==> src/rtl/lsu_subword_ctrl_if.sv <==
// Request/response and data-memory bus of the load/store unit.
// master: pipeline + memory side; slave: lsu_subword_ctrl.
interface lsu_subword_ctrl_if;
  logic        req_valid;
  logic        req_ready;
  logic        req_write;
  logic [1:0]  req_size;
  logic        req_signed;
  logic [31:0] req_addr;
  logic [31:0] req_wdata;

  logic        resp_valid;
  logic        resp_err;
  logic [31:0] resp_rdata;

  logic [31:0] mem_rd_add;
  logic        mem_read;
  logic [31:0] mem_data;
  logic [31:0] mem_wr_add;
  logic [31:0] mem_wr_data;
  logic        mem_write;

  modport master (
    output req_valid, req_write, req_size, req_signed, req_addr, req_wdata,
    input  req_ready,
    input  resp_valid, resp_err, resp_rdata,
    input  mem_rd_add, mem_read, mem_wr_add, mem_wr_data, mem_write,
    output mem_data
  );

  modport slave (
    input  req_valid, req_write, req_size, req_signed, req_addr, req_wdata,
    output req_ready,
    output resp_valid, resp_err, resp_rdata,
    output mem_rd_add, mem_read, mem_wr_add, mem_wr_data, mem_write,
    input  mem_data
  );
endinterface

==> src/rtl/lsu_subword_ctrl.sv <==
// Load/store unit: turns byte/half/word loads and stores into word-wide
// memory transactions (read-modify-write for sub-word stores), extracts and
// extends load lanes, and flags misaligned / illegal-size accesses.
// Optional macro LSU_BOUNDS_CHECK_EN: accesses with waddr + 3 >= MEM_BYTES
// take the error path.
module lsu_subword_ctrl #(
  parameter int unsigned MEM_BYTES = 128
) (
  input logic               clk,
  input logic               rst,
  lsu_subword_ctrl_if.slave bus
);

  typedef enum logic [2:0] {IDLE, ERR, RD, CAP, WR, DONE} state_t;

`ifdef LSU_BOUNDS_CHECK_EN
  localparam bit BOUNDS_EN = 1'b1;
`else
  localparam bit BOUNDS_EN = 1'b0;
`endif

  state_t state_q, state_d;

  // Captured request fields
  logic        wr_q, wr_d;
  logic [1:0]  size_q, size_d;
  logic        sgn_q, sgn_d;
  logic [1:0]  lane_q, lane_d;
  logic [15:0] wdata_q, wdata_d;

  // Registered outputs
  logic        req_ready_q, req_ready_d;
  logic        resp_valid_q, resp_valid_d;
  logic        resp_err_q, resp_err_d;
  logic [31:0] resp_rdata_q, resp_rdata_d;
  logic [31:0] mem_rd_add_q, mem_rd_add_d;
  logic        mem_read_q, mem_read_d;
  logic [31:0] mem_wr_add_q, mem_wr_add_d;
  logic [31:0] mem_wr_data_q, mem_wr_data_d;
  logic        mem_write_q, mem_write_d;

  // Accept-time decode
  logic [31:0] req_waddr;
  logic        misalign;
  logic        oob;
  logic        req_err;

  assign req_waddr = {bus.req_addr[31:2], 2'b00};
  assign misalign  = (bus.req_size == 2'b11) ||
                     ((bus.req_size == 2'b01) && bus.req_addr[0]) ||
                     ((bus.req_size == 2'b10) && (bus.req_addr[1:0] != 2'b00));
  assign oob       = BOUNDS_EN &&
                     (({1'b0, req_waddr} + 33'd3) >= 33'(MEM_BYTES));
  assign req_err   = misalign || oob;

  // Lane datapath: shifting the read word right by 8*addr[1:0] puts the
  // addressed byte or half at bit 0 (word accesses are aligned, so shift 0).
  logic [4:0]  lane_shift;
  logic [31:0] lane_word;
  logic [31:0] load_ext;
  logic [31:0] lane_mask;
  logic [31:0] lane_wdata;
  logic [31:0] merged;

  assign lane_shift = {lane_q, 3'b000};
  assign lane_word  = bus.mem_data >> lane_shift;
  assign lane_mask  = ((size_q == 2'b00) ? 32'h0000_00FF : 32'h0000_FFFF) << lane_shift;
  assign lane_wdata = ((size_q == 2'b00) ? {24'h0, wdata_q[7:0]} : {16'h0, wdata_q}) << lane_shift;
  assign merged     = (bus.mem_data & ~lane_mask) | lane_wdata;

  // Extend the extracted load lane
  always_comb begin
    load_ext = lane_word;
    case (size_q)
      2'b00:   load_ext = sgn_q ? {{24{lane_word[7]}}, lane_word[7:0]}
                                : {24'h0, lane_word[7:0]};
      2'b01:   load_ext = sgn_q ? {{16{lane_word[15]}}, lane_word[15:0]}
                                : {16'h0, lane_word[15:0]};
      default: load_ext = lane_word;
    endcase
  end

  // Next state and next registered outputs; each output is set on the
  // transition into the state in which it must be visible.
  always_comb begin
    state_d       = state_q;
    wr_d          = wr_q;
    size_d        = size_q;
    sgn_d         = sgn_q;
    lane_d        = lane_q;
    wdata_d       = wdata_q;
    resp_valid_d  = 1'b0;
    resp_err_d    = 1'b0;
    resp_rdata_d  = '0;
    mem_read_d    = 1'b0;
    mem_write_d   = 1'b0;
    mem_rd_add_d  = mem_rd_add_q;
    mem_wr_add_d  = mem_wr_add_q;
    mem_wr_data_d = mem_wr_data_q;

    case (state_q)
      IDLE: begin
        if (bus.req_valid) begin
          wr_d    = bus.req_write;
          size_d  = bus.req_size;
          sgn_d   = bus.req_signed;
          lane_d  = bus.req_addr[1:0];
          wdata_d = bus.req_wdata[15:0];
          if (req_err) begin
            state_d      = ERR;
            resp_valid_d = 1'b1;
            resp_err_d   = 1'b1;
          end else if (!bus.req_write || (bus.req_size != 2'b10)) begin
            state_d      = RD;
            mem_read_d   = 1'b1;
            mem_rd_add_d = req_waddr;
          end else begin
            state_d       = WR;
            mem_write_d   = 1'b1;
            mem_wr_add_d  = req_waddr;
            mem_wr_data_d = bus.req_wdata;
          end
        end
      end
      ERR:  state_d = IDLE;
      RD:   state_d = CAP;
      CAP: begin
        if (wr_q) begin
          state_d       = WR;
          mem_write_d   = 1'b1;
          mem_wr_add_d  = mem_rd_add_q;
          mem_wr_data_d = merged;
        end else begin
          state_d      = DONE;
          resp_valid_d = 1'b1;
          resp_rdata_d = load_ext;
        end
      end
      WR: begin
        state_d      = DONE;
        resp_valid_d = 1'b1;
      end
      DONE:    state_d = IDLE;
      default: state_d = IDLE;
    endcase

    req_ready_d = (state_d == IDLE);
  end

  // State, captured request and output registers
  always_ff @(posedge clk) begin
    if (rst) begin
      state_q       <= IDLE;
      wr_q          <= 1'b0;
      size_q        <= '0;
      sgn_q         <= 1'b0;
      lane_q        <= '0;
      wdata_q       <= '0;
      req_ready_q   <= 1'b1;
      resp_valid_q  <= 1'b0;
      resp_err_q    <= 1'b0;
      resp_rdata_q  <= '0;
      mem_rd_add_q  <= '0;
      mem_read_q    <= 1'b0;
      mem_wr_add_q  <= '0;
      mem_wr_data_q <= '0;
      mem_write_q   <= 1'b0;
    end else begin
      state_q       <= state_d;
      wr_q          <= wr_d;
      size_q        <= size_d;
      sgn_q         <= sgn_d;
      lane_q        <= lane_d;
      wdata_q       <= wdata_d;
      req_ready_q   <= req_ready_d;
      resp_valid_q  <= resp_valid_d;
      resp_err_q    <= resp_err_d;
      resp_rdata_q  <= resp_rdata_d;
      mem_rd_add_q  <= mem_rd_add_d;
      mem_read_q    <= mem_read_d;
      mem_wr_add_q  <= mem_wr_add_d;
      mem_wr_data_q <= mem_wr_data_d;
      mem_write_q   <= mem_write_d;
    end
  end

  assign bus.req_ready   = req_ready_q;
  assign bus.resp_valid  = resp_valid_q;
  assign bus.resp_err    = resp_err_q;
  assign bus.resp_rdata  = resp_rdata_q;
  assign bus.mem_rd_add  = mem_rd_add_q;
  assign bus.mem_read    = mem_read_q;
  assign bus.mem_wr_add  = mem_wr_add_q;
  assign bus.mem_wr_data = mem_wr_data_q;
  assign bus.mem_write   = mem_write_q;

endmodule

==> src/flat_wrapper.sv <==
// flat-port wrapper written by rule: the top's interface ports become plain ports
module lsu_subword_ctrl_flat 
#(
  parameter int unsigned MEM_BYTES = 128
)
  (clk, rst, bus_req_valid, bus_req_write, bus_req_size, bus_req_signed, bus_req_addr, bus_req_wdata, bus_req_ready, bus_resp_valid, bus_resp_err, bus_resp_rdata, bus_mem_rd_add, bus_mem_read, bus_mem_wr_add, bus_mem_wr_data, bus_mem_write, bus_mem_data);
  lsu_subword_ctrl_if bus_i ();
  input logic clk;
  input logic rst;
  input wire logic [$bits(bus_i.req_valid)-1:0] bus_req_valid;
  input wire logic [$bits(bus_i.req_write)-1:0] bus_req_write;
  input wire logic [$bits(bus_i.req_size)-1:0] bus_req_size;
  input wire logic [$bits(bus_i.req_signed)-1:0] bus_req_signed;
  input wire logic [$bits(bus_i.req_addr)-1:0] bus_req_addr;
  input wire logic [$bits(bus_i.req_wdata)-1:0] bus_req_wdata;
  output wire logic [$bits(bus_i.req_ready)-1:0] bus_req_ready;
  output wire logic [$bits(bus_i.resp_valid)-1:0] bus_resp_valid;
  output wire logic [$bits(bus_i.resp_err)-1:0] bus_resp_err;
  output wire logic [$bits(bus_i.resp_rdata)-1:0] bus_resp_rdata;
  output wire logic [$bits(bus_i.mem_rd_add)-1:0] bus_mem_rd_add;
  output wire logic [$bits(bus_i.mem_read)-1:0] bus_mem_read;
  output wire logic [$bits(bus_i.mem_wr_add)-1:0] bus_mem_wr_add;
  output wire logic [$bits(bus_i.mem_wr_data)-1:0] bus_mem_wr_data;
  output wire logic [$bits(bus_i.mem_write)-1:0] bus_mem_write;
  input wire logic [$bits(bus_i.mem_data)-1:0] bus_mem_data;
  assign bus_i.req_valid = bus_req_valid;
  assign bus_i.req_write = bus_req_write;
  assign bus_i.req_size = bus_req_size;
  assign bus_i.req_signed = bus_req_signed;
  assign bus_i.req_addr = bus_req_addr;
  assign bus_i.req_wdata = bus_req_wdata;
  assign bus_req_ready = bus_i.req_ready;
  assign bus_resp_valid = bus_i.resp_valid;
  assign bus_resp_err = bus_i.resp_err;
  assign bus_resp_rdata = bus_i.resp_rdata;
  assign bus_mem_rd_add = bus_i.mem_rd_add;
  assign bus_mem_read = bus_i.mem_read;
  assign bus_mem_wr_add = bus_i.mem_wr_add;
  assign bus_mem_wr_data = bus_i.mem_wr_data;
  assign bus_mem_write = bus_i.mem_write;
  assign bus_i.mem_data = bus_mem_data;
  lsu_subword_ctrl #(.MEM_BYTES(MEM_BYTES)) u_core (.clk(clk), .rst(rst), .bus(bus_i));
endmodule
==> config.mk <==
export PLATFORM = sky130hd
export DESIGN_NAME = lsu_subword_ctrl_flat
export DESIGN_NICKNAME = d
export VERILOG_FILES = /design/src/rtl/lsu_subword_ctrl_if.sv /design/src/rtl/lsu_subword_ctrl.sv /design/src/flat_wrapper.sv
export SDC_FILE = /design/constraint.sdc
export NUM_CORES = 1
export LEC_CHECK = 0
export CORE_ASPECT_RATIO = 1.5
export CORE_MARGIN = 3
export CORE_UTILIZATION = 49
export CTS_CLUSTER_DIAMETER = 40
export CTS_CLUSTER_SIZE = 14
export DETAILED_ROUTE_END_ITERATION = 8
export PLACE_DENSITY = 0.84
export SYNTH_ARGS = -nofsm -noshare
export SYNTH_HDL_FRONTEND = slang
export SYNTH_SLANG_ARGS = --single-unit
==> constraint.sdc <==
create_clock -name clk -period 4.65 [get_ports clk]
set_input_delay 0.93 -clock clk [delete_from_list [all_inputs] [get_ports clk]]
set_output_delay 0.93 -clock clk [all_outputs]
set_load 0.01 [all_outputs]
==> results.yml <==
place:
  place_ws_ps: 1220
  port_buffers: 231
  routabilityCongestion: 0.918
  place_area_um2: 9170
  place_hpwl_um: 15700
critical_path:
  slowest_stage: "clkdlybuf4s50_1"
  rr_worst_depth: 4
  cp_num_cells: 6
  cp-end-kind: "flop"
  crit_required_ps: 4960
  worstPathArrival_ps: 3320
  crit_buf_inv: 2
  max_stage_delay_ps: 560
  worstSetupPathType: "input port to flop"
  crit_chain: "clkdlybuf4s50_1, or3b_1, o41ai_4, buf_4, nand2_1, a31o_2"
  crit_family: "buffers and inverters"
  crit_path_start_kind: "input port"
  crit_path_max_fanout: 47
finish:
  drive_above_1_share: 0.0650
  area_growth_pct: 42.4
  design_area_um2: 9850
  utilization: 0.721
  finalNetCount: 1077
  diodes: 0
die:
  initial_core_util: 0.506
  die_h_um: 152
  dieWidth_um: 103
  die-area_um2: 15600
  placeableCoreArea_um2: 13700
  fp-row-count: 52
  ios: 236
synth:
  synth_cell_types: 46
  muxShareOfSynthArea: 0.105
  synth_edf_count: 0
  synth-compound-area-share: 0.244
  synthXorXnorAreaFrac: 0
  async_flop_share: 0
  yosys.area.top_type: "dfxtp_1"
  synth_top_flop_cell: "dfxtp_1"
  yosys.area_share.simple: 0.147
  synth_top_area_frac: 0.446
  ys_seq_area_frac: 0.446
  yosysWarningCount: 0
  synth.cell_area_um2: 6920
  syn_inst: 792
  syn_avg_cell_area_um2: 8.73
  synthAdderAreaFrac: 0
  yosys_register_bits: 154
  synth_top_family_by_area: "compound AO/OA/AOI/OAI gates"
  synth_area_leaders: "dfxtp_1 45%, mux2i_1 9.4%, a21oi_1 7.0%"
drt:
  num_vias: 6768
  drt_pass1_iterations: 5
  routedWlPerCell_um: 19.2
  drt_iter0_drc: 312
  drt_wl_total_um: 22000
  via_per_inst: 5.90
  postRouteAntennaNets: 0
  drc_errors: 0
clocking:
  cts_setup_buffers: 0
  cts_tree: "built"
  cts.repair.resized: 0
  cts_hold_buf: 0
  cts_root_buf: "clkbuf_16"
  clk_pin_slew_ps: 60
  clk_latency_ps: 420
  clock_path_buffers: 2
  numCtsBuffers: 17
  htreeDepth: 4
  clock_sinks: 154
power_and_ir_drop:
  irDropWorstVdd_mv: 0.257
  total_leakage_power_uw: 0.00359
  combPwrFrac: 0.147
  p_sw_uw: 890
  power_uw: 3580
  pwr-share-seq: 0.401
  intPower_uw: 2690
  pwr-share-clk: 0.452
  p_sw_frac: 0.249
  power_density_nw_per_um2: 363
sta:
  layout_min_cycle_time_ps: 3010
  fin_setup_tns_ps: 0
  relSlewSlack: 0.183
  worst_pin_slew_ps: 1220
  skew_ps: 8.66
  rsz0062_at_grt: "no"
  post-route-period-util: 0.648
  hold_viol_final: 0
  layout_setup_ws_ps: 1640
  setup_viol: 0
  fmax_mhz: 332
  slew_violations: 0
global_route:
  grt_overflow: 0
  antenna_found_initial: 0
  track_usage: 0.278
  grt_pass1_wl_um: 33600
  grt_pass1_vias: 6434
  grt_max_degree: 83
min_path:
  holdPathStages: 2
  worst_hold_path_type: "flop to flop"
run:
  drv_cap: 0
run_status:
  status: "finished clean"
[power by group through the flow]
| stage | Sequential [uW] | Combinational (uW) | Clock (uW) |
|---|---|---|---|
| 3_3_place_gp | 1460 | 514 | 0 |
| 6_report | 1430 | 527 | 1620 |
| 4_1_cts | 1430 | 523 | 1630 |
| 3_5_place_dp | 1460 | 519 | 0 |
| 5_1_grt | 1440 | 568 | 1700 |
| 2_1_floorplan | 1440 | 304 | 0 |
[layout make-up]
type,count,area [um^2]
clock buffers,19,443
repair buffers,242,2390
well taps,162,203
inverters,5,18.8
clock inverters,11,243
fillers,1053,3810
flip-flops and latches,154,3080
multi-input cells,554,3470
[routing by layer]
layer  vias up  global-route usage  wire length, um
met1      3119               0.308             8020
met3        85              0.0847             1830
met5         -                   0                0
li1       3250                   -                -
met2       314               0.456            10800
met4         0               0.177             1430
[final timing paths]
kind / from / to / slack (ps)
setup / recovery: bus_req_valid / u_core.bus.mem_wr_data[3] / 1640
hold / removal: u_core.wdata_q[12] / u_core.wdata_q[12] / 470
setup reg to reg: u_core.state_q[1] / u_core.bus.mem_wr_data[15] / 1720
hold reg to reg: u_core.wdata_q[12] / u_core.wdata_q[12] / 470
[synthesized netlist by cell type (2+ instances only)]
master     count
nand3b_1       3
inv_1          4
a21oi_1       97
buf_4          8
nor2b_1        4
nor3_1        11
a221oi_1      16
nand2b_1       2
o21ai_0       17
a2111oi_2      4
mux2_2         7
a31oi_1        2
buf_1          8
nor4_1         9
nor2_1        59
a31o_2         4
o211ai_1      10
nand3_1        4
nand2_1      127
a2111oi_0      4
dfxtp_1      154
clkbuf_1      43
buf_6          2
and2_0         8
or3_1          2
a32o_1         8
mux2i_1       65
buf_2         21
a211oi_1      32
a31o_1         4
a311oi_1      31
o41ai_1        8
[cells by family (layout without fill, tap and decap cells)]
family,Yosys count,in the layout
other,1,4
buffers and inverters,87,277
AO/OA/AOI/OAI,242,242
flip-flops,154,154
multiplexers,72,72
AND/OR/NAND/NOR,236,236
[worst min-delay path, cell delays in order, from the launching register on]
cell and delay [ps]:
dfxtp_1 320, nand2_1 50, a21oi_1 50
[registers in the layout (all words and copies together), names as in the netlist]
register	cells
u_core.bus.mem_rd_add	30
u_core.bus.resp_rdata	32
u_core.size_q	2
u_core.bus.mem_read	1
u_core.bus.mem_wr_data	32
u_core.bus.mem_wr_add	30
u_core.sgn_q	1
u_core.bus.mem_write	1
u_core.bus.req_ready	1
u_core.wr_q	1
u_core.lane_q	2
u_core.bus.resp_valid	1
u_core.wdata_q	16
u_core.bus.resp_err	1
u_core.state_q	3
[cells in the final DEF, fill, tap and decap left out, drive strengths merged, types with 3 or more instances in the layout]
master         instances
inv                    5
a31o                   8
mux2                   7
clkdlybuf4s50        230
a221oi                16
nor3                  11
clkbuf                19
and2                   8
dfxtp                154
o21ai                 17
bufinv                 7
buf                   12
a32o                   8
o211ai                10
nand2                127
conb                   4
nor2b                  4
a211oi                32
mux2i                 65
a2111oi                8
o41ai                  9
nor4                   9
a311oi                31
nand3b                 3
a21oi                 97
nor2                  61
nand3                  4
[metrics by stage]
| step | hold slack (ps) | std cells |
|---|---|---|
| 3_5_place_dp | 461 | 1117 |
| 2_1_floorplan | 449 | 795 |
| 5_1_grt | 491 | 1147 |
| 3_3_place_gp | 458 | 1117 |
| 6_report | 471 | 1147 |
| 4_1_cts | 469 | 1147 |
Power figures use the tool's default switching activity.
